### src/rtl/compare_set_if.sv
// Request/response bundle for compare_set_unit. The master drives the operands and start.
// The slave returns busy/done and the registered compare outcome.
interface compare_set_if #(
    parameter int WIDTH = 16
);
    logic             start;
    logic [1:0]       op;
    logic [WIDTH-1:0] x;
    logic [WIDTH-1:0] y;
    logic             busy;
    logic             done;
    logic             flag;
    logic [WIDTH-1:0] result;

    // Handshake: start is looked at only while busy=0 and is accepted on that clock edge.
    // done pulses for exactly one cycle when flag/result take a new value.
    modport master (output start, op, x, y, input busy, done, flag, result);
    modport slave  (input start, op, x, y, output busy, done, flag, result);
endinterface

### src/rtl/compare_set_unit.sv
// Multi-cycle comparator: examines CHUNK bits per clock, MSB chunk first, and registers a set-style flag.
// Signed orders reuse the unsigned chunk compare by flipping both sign bits when the operands are latched.
module compare_set_unit #(
    parameter int WIDTH = 16,
    parameter int CHUNK = 4,
    parameter int MASK  = 1
) (
    input logic          clk,
    input logic          rst,
    compare_set_if.slave bus
);
    localparam int N  = WIDTH / CHUNK;
    localparam int CW = $clog2(N + 1);
    localparam logic [WIDTH-1:0] SIGN_BIT = {1'b1, {(WIDTH-1){1'b0}}};

    typedef enum logic {IDLE = 1'b0, RUN = 1'b1} state_t;

    state_t           state, state_n;
    logic [WIDTH-1:0] xr, yr;
    logic [1:0]       opr;
    logic [CW-1:0]    cnt;
    logic             decided, lt, gt;
    logic             flag_q, done_q;
    logic [WIDTH-1:0] result_q;

    logic [CHUNK-1:0] xc, yc;
    logic             decided_n, lt_n, gt_n;
    logic             last, accept, flag_n;
    logic [WIDTH-1:0] sign_fix, result_n;

    always_comb begin
        state_n   = state;
        xc        = xr[WIDTH-1 -: CHUNK];
        yc        = yr[WIDTH-1 -: CHUNK];
        decided_n = decided;
        lt_n      = lt;
        gt_n      = gt;
        // The first differing chunk from the top settles the order for good.
        if (!decided && (xc != yc)) begin
            decided_n = 1'b1;
            lt_n      = (xc < yc);
            gt_n      = !(xc < yc);
        end
        last   = (state == RUN) && (cnt == CW'(1));
        accept = (state == IDLE) && bus.start;
        case (opr)
            2'b00, 2'b01: flag_n = lt_n;
            2'b10:        flag_n = !lt_n && !gt_n;
            default:      flag_n = !gt_n;
        endcase
        result_n = (MASK != 0) ? {WIDTH{flag_n}} : {{(WIDTH-1){1'b0}}, flag_n};
        sign_fix = ((bus.op == 2'b00) || (bus.op == 2'b11)) ? SIGN_BIT : '0;
        case (state)
            IDLE:    if (bus.start) state_n = RUN;
            RUN:     if (last) state_n = IDLE;
            default: state_n = IDLE;
        endcase
    end

    always_ff @(posedge clk) begin
        if (rst) state <= IDLE;
        else     state <= state_n;
    end

    always_ff @(posedge clk) begin
        if (rst) begin
            xr       <= '0;
            yr       <= '0;
            opr      <= '0;
            cnt      <= '0;
            decided  <= 1'b0;
            lt       <= 1'b0;
            gt       <= 1'b0;
            flag_q   <= 1'b0;
            result_q <= '0;
            done_q   <= 1'b0;
        end else begin
            done_q <= last;
            if (accept) begin
                xr      <= bus.x ^ sign_fix;
                yr      <= bus.y ^ sign_fix;
                opr     <= bus.op;
                cnt     <= CW'(N);
                decided <= 1'b0;
                lt      <= 1'b0;
                gt      <= 1'b0;
            end else if (state == RUN) begin
                xr      <= xr << CHUNK;
                yr      <= yr << CHUNK;
                cnt     <= cnt - CW'(1);
                decided <= decided_n;
                lt      <= lt_n;
                gt      <= gt_n;
                if (last) begin
                    flag_q   <= flag_n;
                    result_q <= result_n;
                end
            end
        end
    end

    assign bus.busy   = (state == RUN);
    assign bus.done   = done_q;
    assign bus.flag   = flag_q;
    assign bus.result = result_q;
endmodule

### src/flat_wrapper.sv
// flat-port wrapper written by rule: the top's interface ports become plain ports
module compare_set_unit_flat 
#(
    parameter int WIDTH = 16,
    parameter int CHUNK = 4,
    parameter int MASK  = 1
)
  (clk, rst, bus_start, bus_op, bus_x, bus_y, bus_busy, bus_done, bus_flag, bus_result);
  compare_set_if #(.WIDTH(WIDTH)) bus_i ();
  input logic clk;
  input logic rst;
  input wire logic [$bits(bus_i.start)-1:0] bus_start;
  input wire logic [$bits(bus_i.op)-1:0] bus_op;
  input wire logic [$bits(bus_i.x)-1:0] bus_x;
  input wire logic [$bits(bus_i.y)-1:0] bus_y;
  output wire logic [$bits(bus_i.busy)-1:0] bus_busy;
  output wire logic [$bits(bus_i.done)-1:0] bus_done;
  output wire logic [$bits(bus_i.flag)-1:0] bus_flag;
  output wire logic [$bits(bus_i.result)-1:0] bus_result;
  assign bus_i.start = bus_start;
  assign bus_i.op = bus_op;
  assign bus_i.x = bus_x;
  assign bus_i.y = bus_y;
  assign bus_busy = bus_i.busy;
  assign bus_done = bus_i.done;
  assign bus_flag = bus_i.flag;
  assign bus_result = bus_i.result;
  compare_set_unit #(.WIDTH(WIDTH), .CHUNK(CHUNK), .MASK(MASK)) u_core (.clk(clk), .rst(rst), .bus(bus_i));
endmodule
### config.mk
export PLATFORM = sky130hd
export DESIGN_NAME = compare_set_unit_flat
export DESIGN_NICKNAME = d
export VERILOG_FILES = /design/src/rtl/compare_set_if.sv /design/src/rtl/compare_set_unit.sv /design/src/flat_wrapper.sv
export SDC_FILE = /design/constraint.sdc
export NUM_CORES = 1
export LEC_CHECK = 0
export ABC_CLOCK_PERIOD_IN_PS = 1750
export CORE_MARGIN = 3
export CORE_UTILIZATION = 48
export DETAILED_ROUTE_END_ITERATION = 8
export PLACE_DENSITY = 0.84
export RECOVER_POWER = 25
export SLEW_MARGIN = 20
export SYNTH_ARGS = -nofsm -noshare
export SYNTH_HDL_FRONTEND = slang
export SYNTH_SLANG_ARGS = --single-unit
### constraint.sdc
create_clock -name clk -period 1.75 [get_ports clk]
set_input_delay 0.175 -clock clk [delete_from_list [all_inputs] [get_ports clk]]
set_output_delay 0.175 -clock clk [all_outputs]
set_load 0.05 [all_outputs]
==> results.ini <==
[setup_path]
crit_start = u_core.yr[13]
rrSetupSlack_ns = 0.17
worstPathArrival_ns = 1.78
path_class = flop to flop
crit_path_end = u_core.bus.flag
reg2regPathDepth = 6
required_ns = 1.95
path_cells = inv_1 > ha_1 > nor2b_1 > o211ai_1 > nand4_1 > a311oi_1
timing.rr.end = u_core.bus.flag
cp_slowest_stage_delay_ns = 0.34
cp_slowest_cell = dfxtp_1
critPathCaptureType = flop
timing.rr.start = u_core.yr[13]
startpoint_type = flop
crit_fanout = 3

[routing]
remaining_drc_errors = 0
vias = 1739
firstDrtPassIters = 4
postRouteAntennaNets = 0
wl_met2_um = 2106
dr_wl_met3_um = 253
drt_wl_total_um = 4331
drtIter0Drc = 90
wire_per_inst_um = 12.93
wl_met1_um = 1904
vias_per_cell = 5.191
routed.top_layer = met4

[clock_network]
numCtsBuffers = 5
cts_resized = 0
root_buffer = clkbuf_8
htreeDepth = 2
clk_latency_ns = 0.29
cts_buffer_depth = 2
cts_tree = done
path_clk_slew_ns = 0.07
postCtsSetupBuffers = 0
ctsHoldBuffers = 0
clock-sinks = 43

[place]
gp_congestion = 0.7967
io_buffers = 55
place_hpwl_um = 3178
dp_slack_ns = 0.2010

[timing]
relSlewSlack = 0.5590
fmax_mhz = 632.5
setup_tns_ns = 0
fin_ws_ns = 0.1689
setup_viol = 0
tightest_slew_ns = 0.6606
fin_crit_sh = 0.9035
rsz0062_at_grt = no
fin_skew_ns = 0.008589
slew_viol_final = 0
finalHoldViolCount = 0
min_period_ns = 1.581

[global_route]
grt_usage = 0.1704
first_global_vias = 1568
antenna_found_initial = 0
grt_max_degree = 41
grt_pass1_wl_um = 6955
gr-total-overflow = 0

[final_layout]
layout.nets = 327
drive_above_1_share = 0.1193
multi_input_area_um2 = 1027
antenna_cells = 0
seqCellArea_um2 = 860.8
fill_cells = 352
fin_util = 0.6869
area_growth_pct = 34.06

[floorplanning]
die_h_um = 72.51
initial_utilization = 0.5124
die_x_um = 72.51
dieArea_um2 = 5258
core_um2 = 4144
row_count = 23
boundaryPins = 56

[synthesis]
yosysSeqAreaShare = 0.4054
synth_warnings = 0
ys_types = 34
synth_seq_cells = 43
syn-cell-area_um2 = 2123
synthCells = 247
syn_avg_cell_area_um2 = 8.596
syn-num-nets = 290

[pwr]
powerDensity_nw_per_um2 = 776.9
irDropWorstVdd_mv = 0.5637
power.leakage_nw = 1.205
power_w = 0.002212

[flow_run]
maxCapViolCount = 0

[outcome]
status = finished clean

[min_path]
hold_path_class = input port to flop

==> state kept, by name (all words and copies together) (netlist names) <==
| signal | count |
|---|---|
| u_core.opr | 2 |
| u_core.decided | 1 |
| u_core.bus.flag | 1 |
| u_core.gt | 1 |
| u_core.lt | 1 |
| u_core.yr | 16 |
| u_core.bus.busy | 1 |
| u_core.cnt | 3 |
| u_core.xr | 16 |
| u_core.bus.done | 1 |
==> layout by cell type (no fill, tap or decap), drive strengths merged, types with 2 or more instances in the layout <==
master         synthesis  routed
nor2b                  5       5
clkdlybuf4s50          0      36
a21oi                 28      28
clkbuf                 4       9
mux2i                 32      32
nor3                   3       3
a211o                  2       2
a21o                   2       2
dfxtp                 43      43
nand2                  5       5
nor2                  60      60
nand2b                 3       3
o21ai                  2       2
inv                    6       6
nand4                  2       2
xnor2                  4       4
ha                     6       6
buf                   29      25
==> cells in the mapped netlist (all sizes together) <==
cell | number | area, µm²
nor3b | 1 | 7.510
nand2b | 3 | 18.77
a31oi | 1 | 6.260
xnor2 | 4 | 42.55
o21ai | 2 | 10.00
a21oi | 28 | 140.1
a311oi | 1 | 8.760
a211o | 2 | 17.52
nor2 | 60 | 225.2
clkbuf | 4 | 15.01
nor3 | 3 | 15.01
a41o | 1 | 10.01
dfxtp | 43 | 860.8
or2 | 1 | 6.260
nand4 | 2 | 12.51
and3b | 1 | 8.760
a41oi | 1 | 8.760
inv | 6 | 22.52
nor2b | 5 | 31.28
a21o | 2 | 15.01
o31a | 1 | 8.760
a211oi | 1 | 7.510
o211ai | 1 | 7.510
nand2 | 5 | 18.77
nand3 | 1 | 5.000
mux2i | 32 | 320.3
ha | 6 | 75.07
buf | 29 | 197.7
==> through the flow <==
step | cell area [µm²] | cells | hold slack [ns]
4_1_cts | 2854 | 335 | 0.4330
5_1_grt | 2846 | 335 | 0.4577
3_5_place_dp | 2773 | 327 | 0.4685
6_report | 2846 | 335 | 0.4387
2_1_floorplan | 2123 | 247 | 0.3222
3_3_place_gp | 2773 | 327 | 0.4436
==> kinds of logic after synthesis <==
group | share of synthesized area
AO/OA/AOI/OAI | 0.1131
XOR/XNOR | 0.02004
adder cells (fa/ha/maj) | 0.03536
buffers and inverters | 0.1108
flip-flops | 0.4054
multiplexers | 0.1509
AND/OR/NAND/NOR | 0.1644
==> power by group <==
group          internal (W)  switching, W
logic              0.000268      0.000259
clock network      0.000280      0.000316
registers           0.00104     0.0000472
total               0.00159      0.000622
==> critical path, delay by kind of cell, from the launching register on <==
family / cells / cell delay, ns
AND/OR/NAND/NOR: 2 / 0.28
AO/OA/AOI/OAI: 2 / 0.50
buffers and inverters: 1 / 0.05
flip-flops: 1 / 0.34
adder cells (fa/ha/maj): 1 / 0.32
==> worst min-delay path by stage <==
stage | to | slack [ns] | startpoint | depth (start not counted)
global route | u_core.yr[3] | 0.46 | bus_start | 4
CTS | u_core.yr[3] | 0.43 | bus_start | 4
floorplan | u_core.xr[0] | 0.32 | bus_x[0] | 2
global placement | u_core.gt | 0.44 | u_core.gt | 2
detailed placement | u_core.yr[15] | 0.47 | u_core.yr[11] | 2
finish | u_core.yr[3] | 0.44 | bus_start | 4
==> layer usage <==
layer,vias to the layer above,track usage
met3,7,0.05540
met5,-,0
met1,799,0.2043
met2,50,0.2872
met4,0,0.05738
li1,883,-
==> final cells by class <==
class | count | area share
sequential | 43 | 0.3024
multi-input combinational | 165 | 0.3609
inverter | 6 | 0.007912
clock inverter | 1 | 0.001758
tap | 50 | 0.02198
clock buffer | 7 | 0.02681
timing repair buffer | 63 | 0.2782
Note: power is estimated with default switching activity, not from simulation.
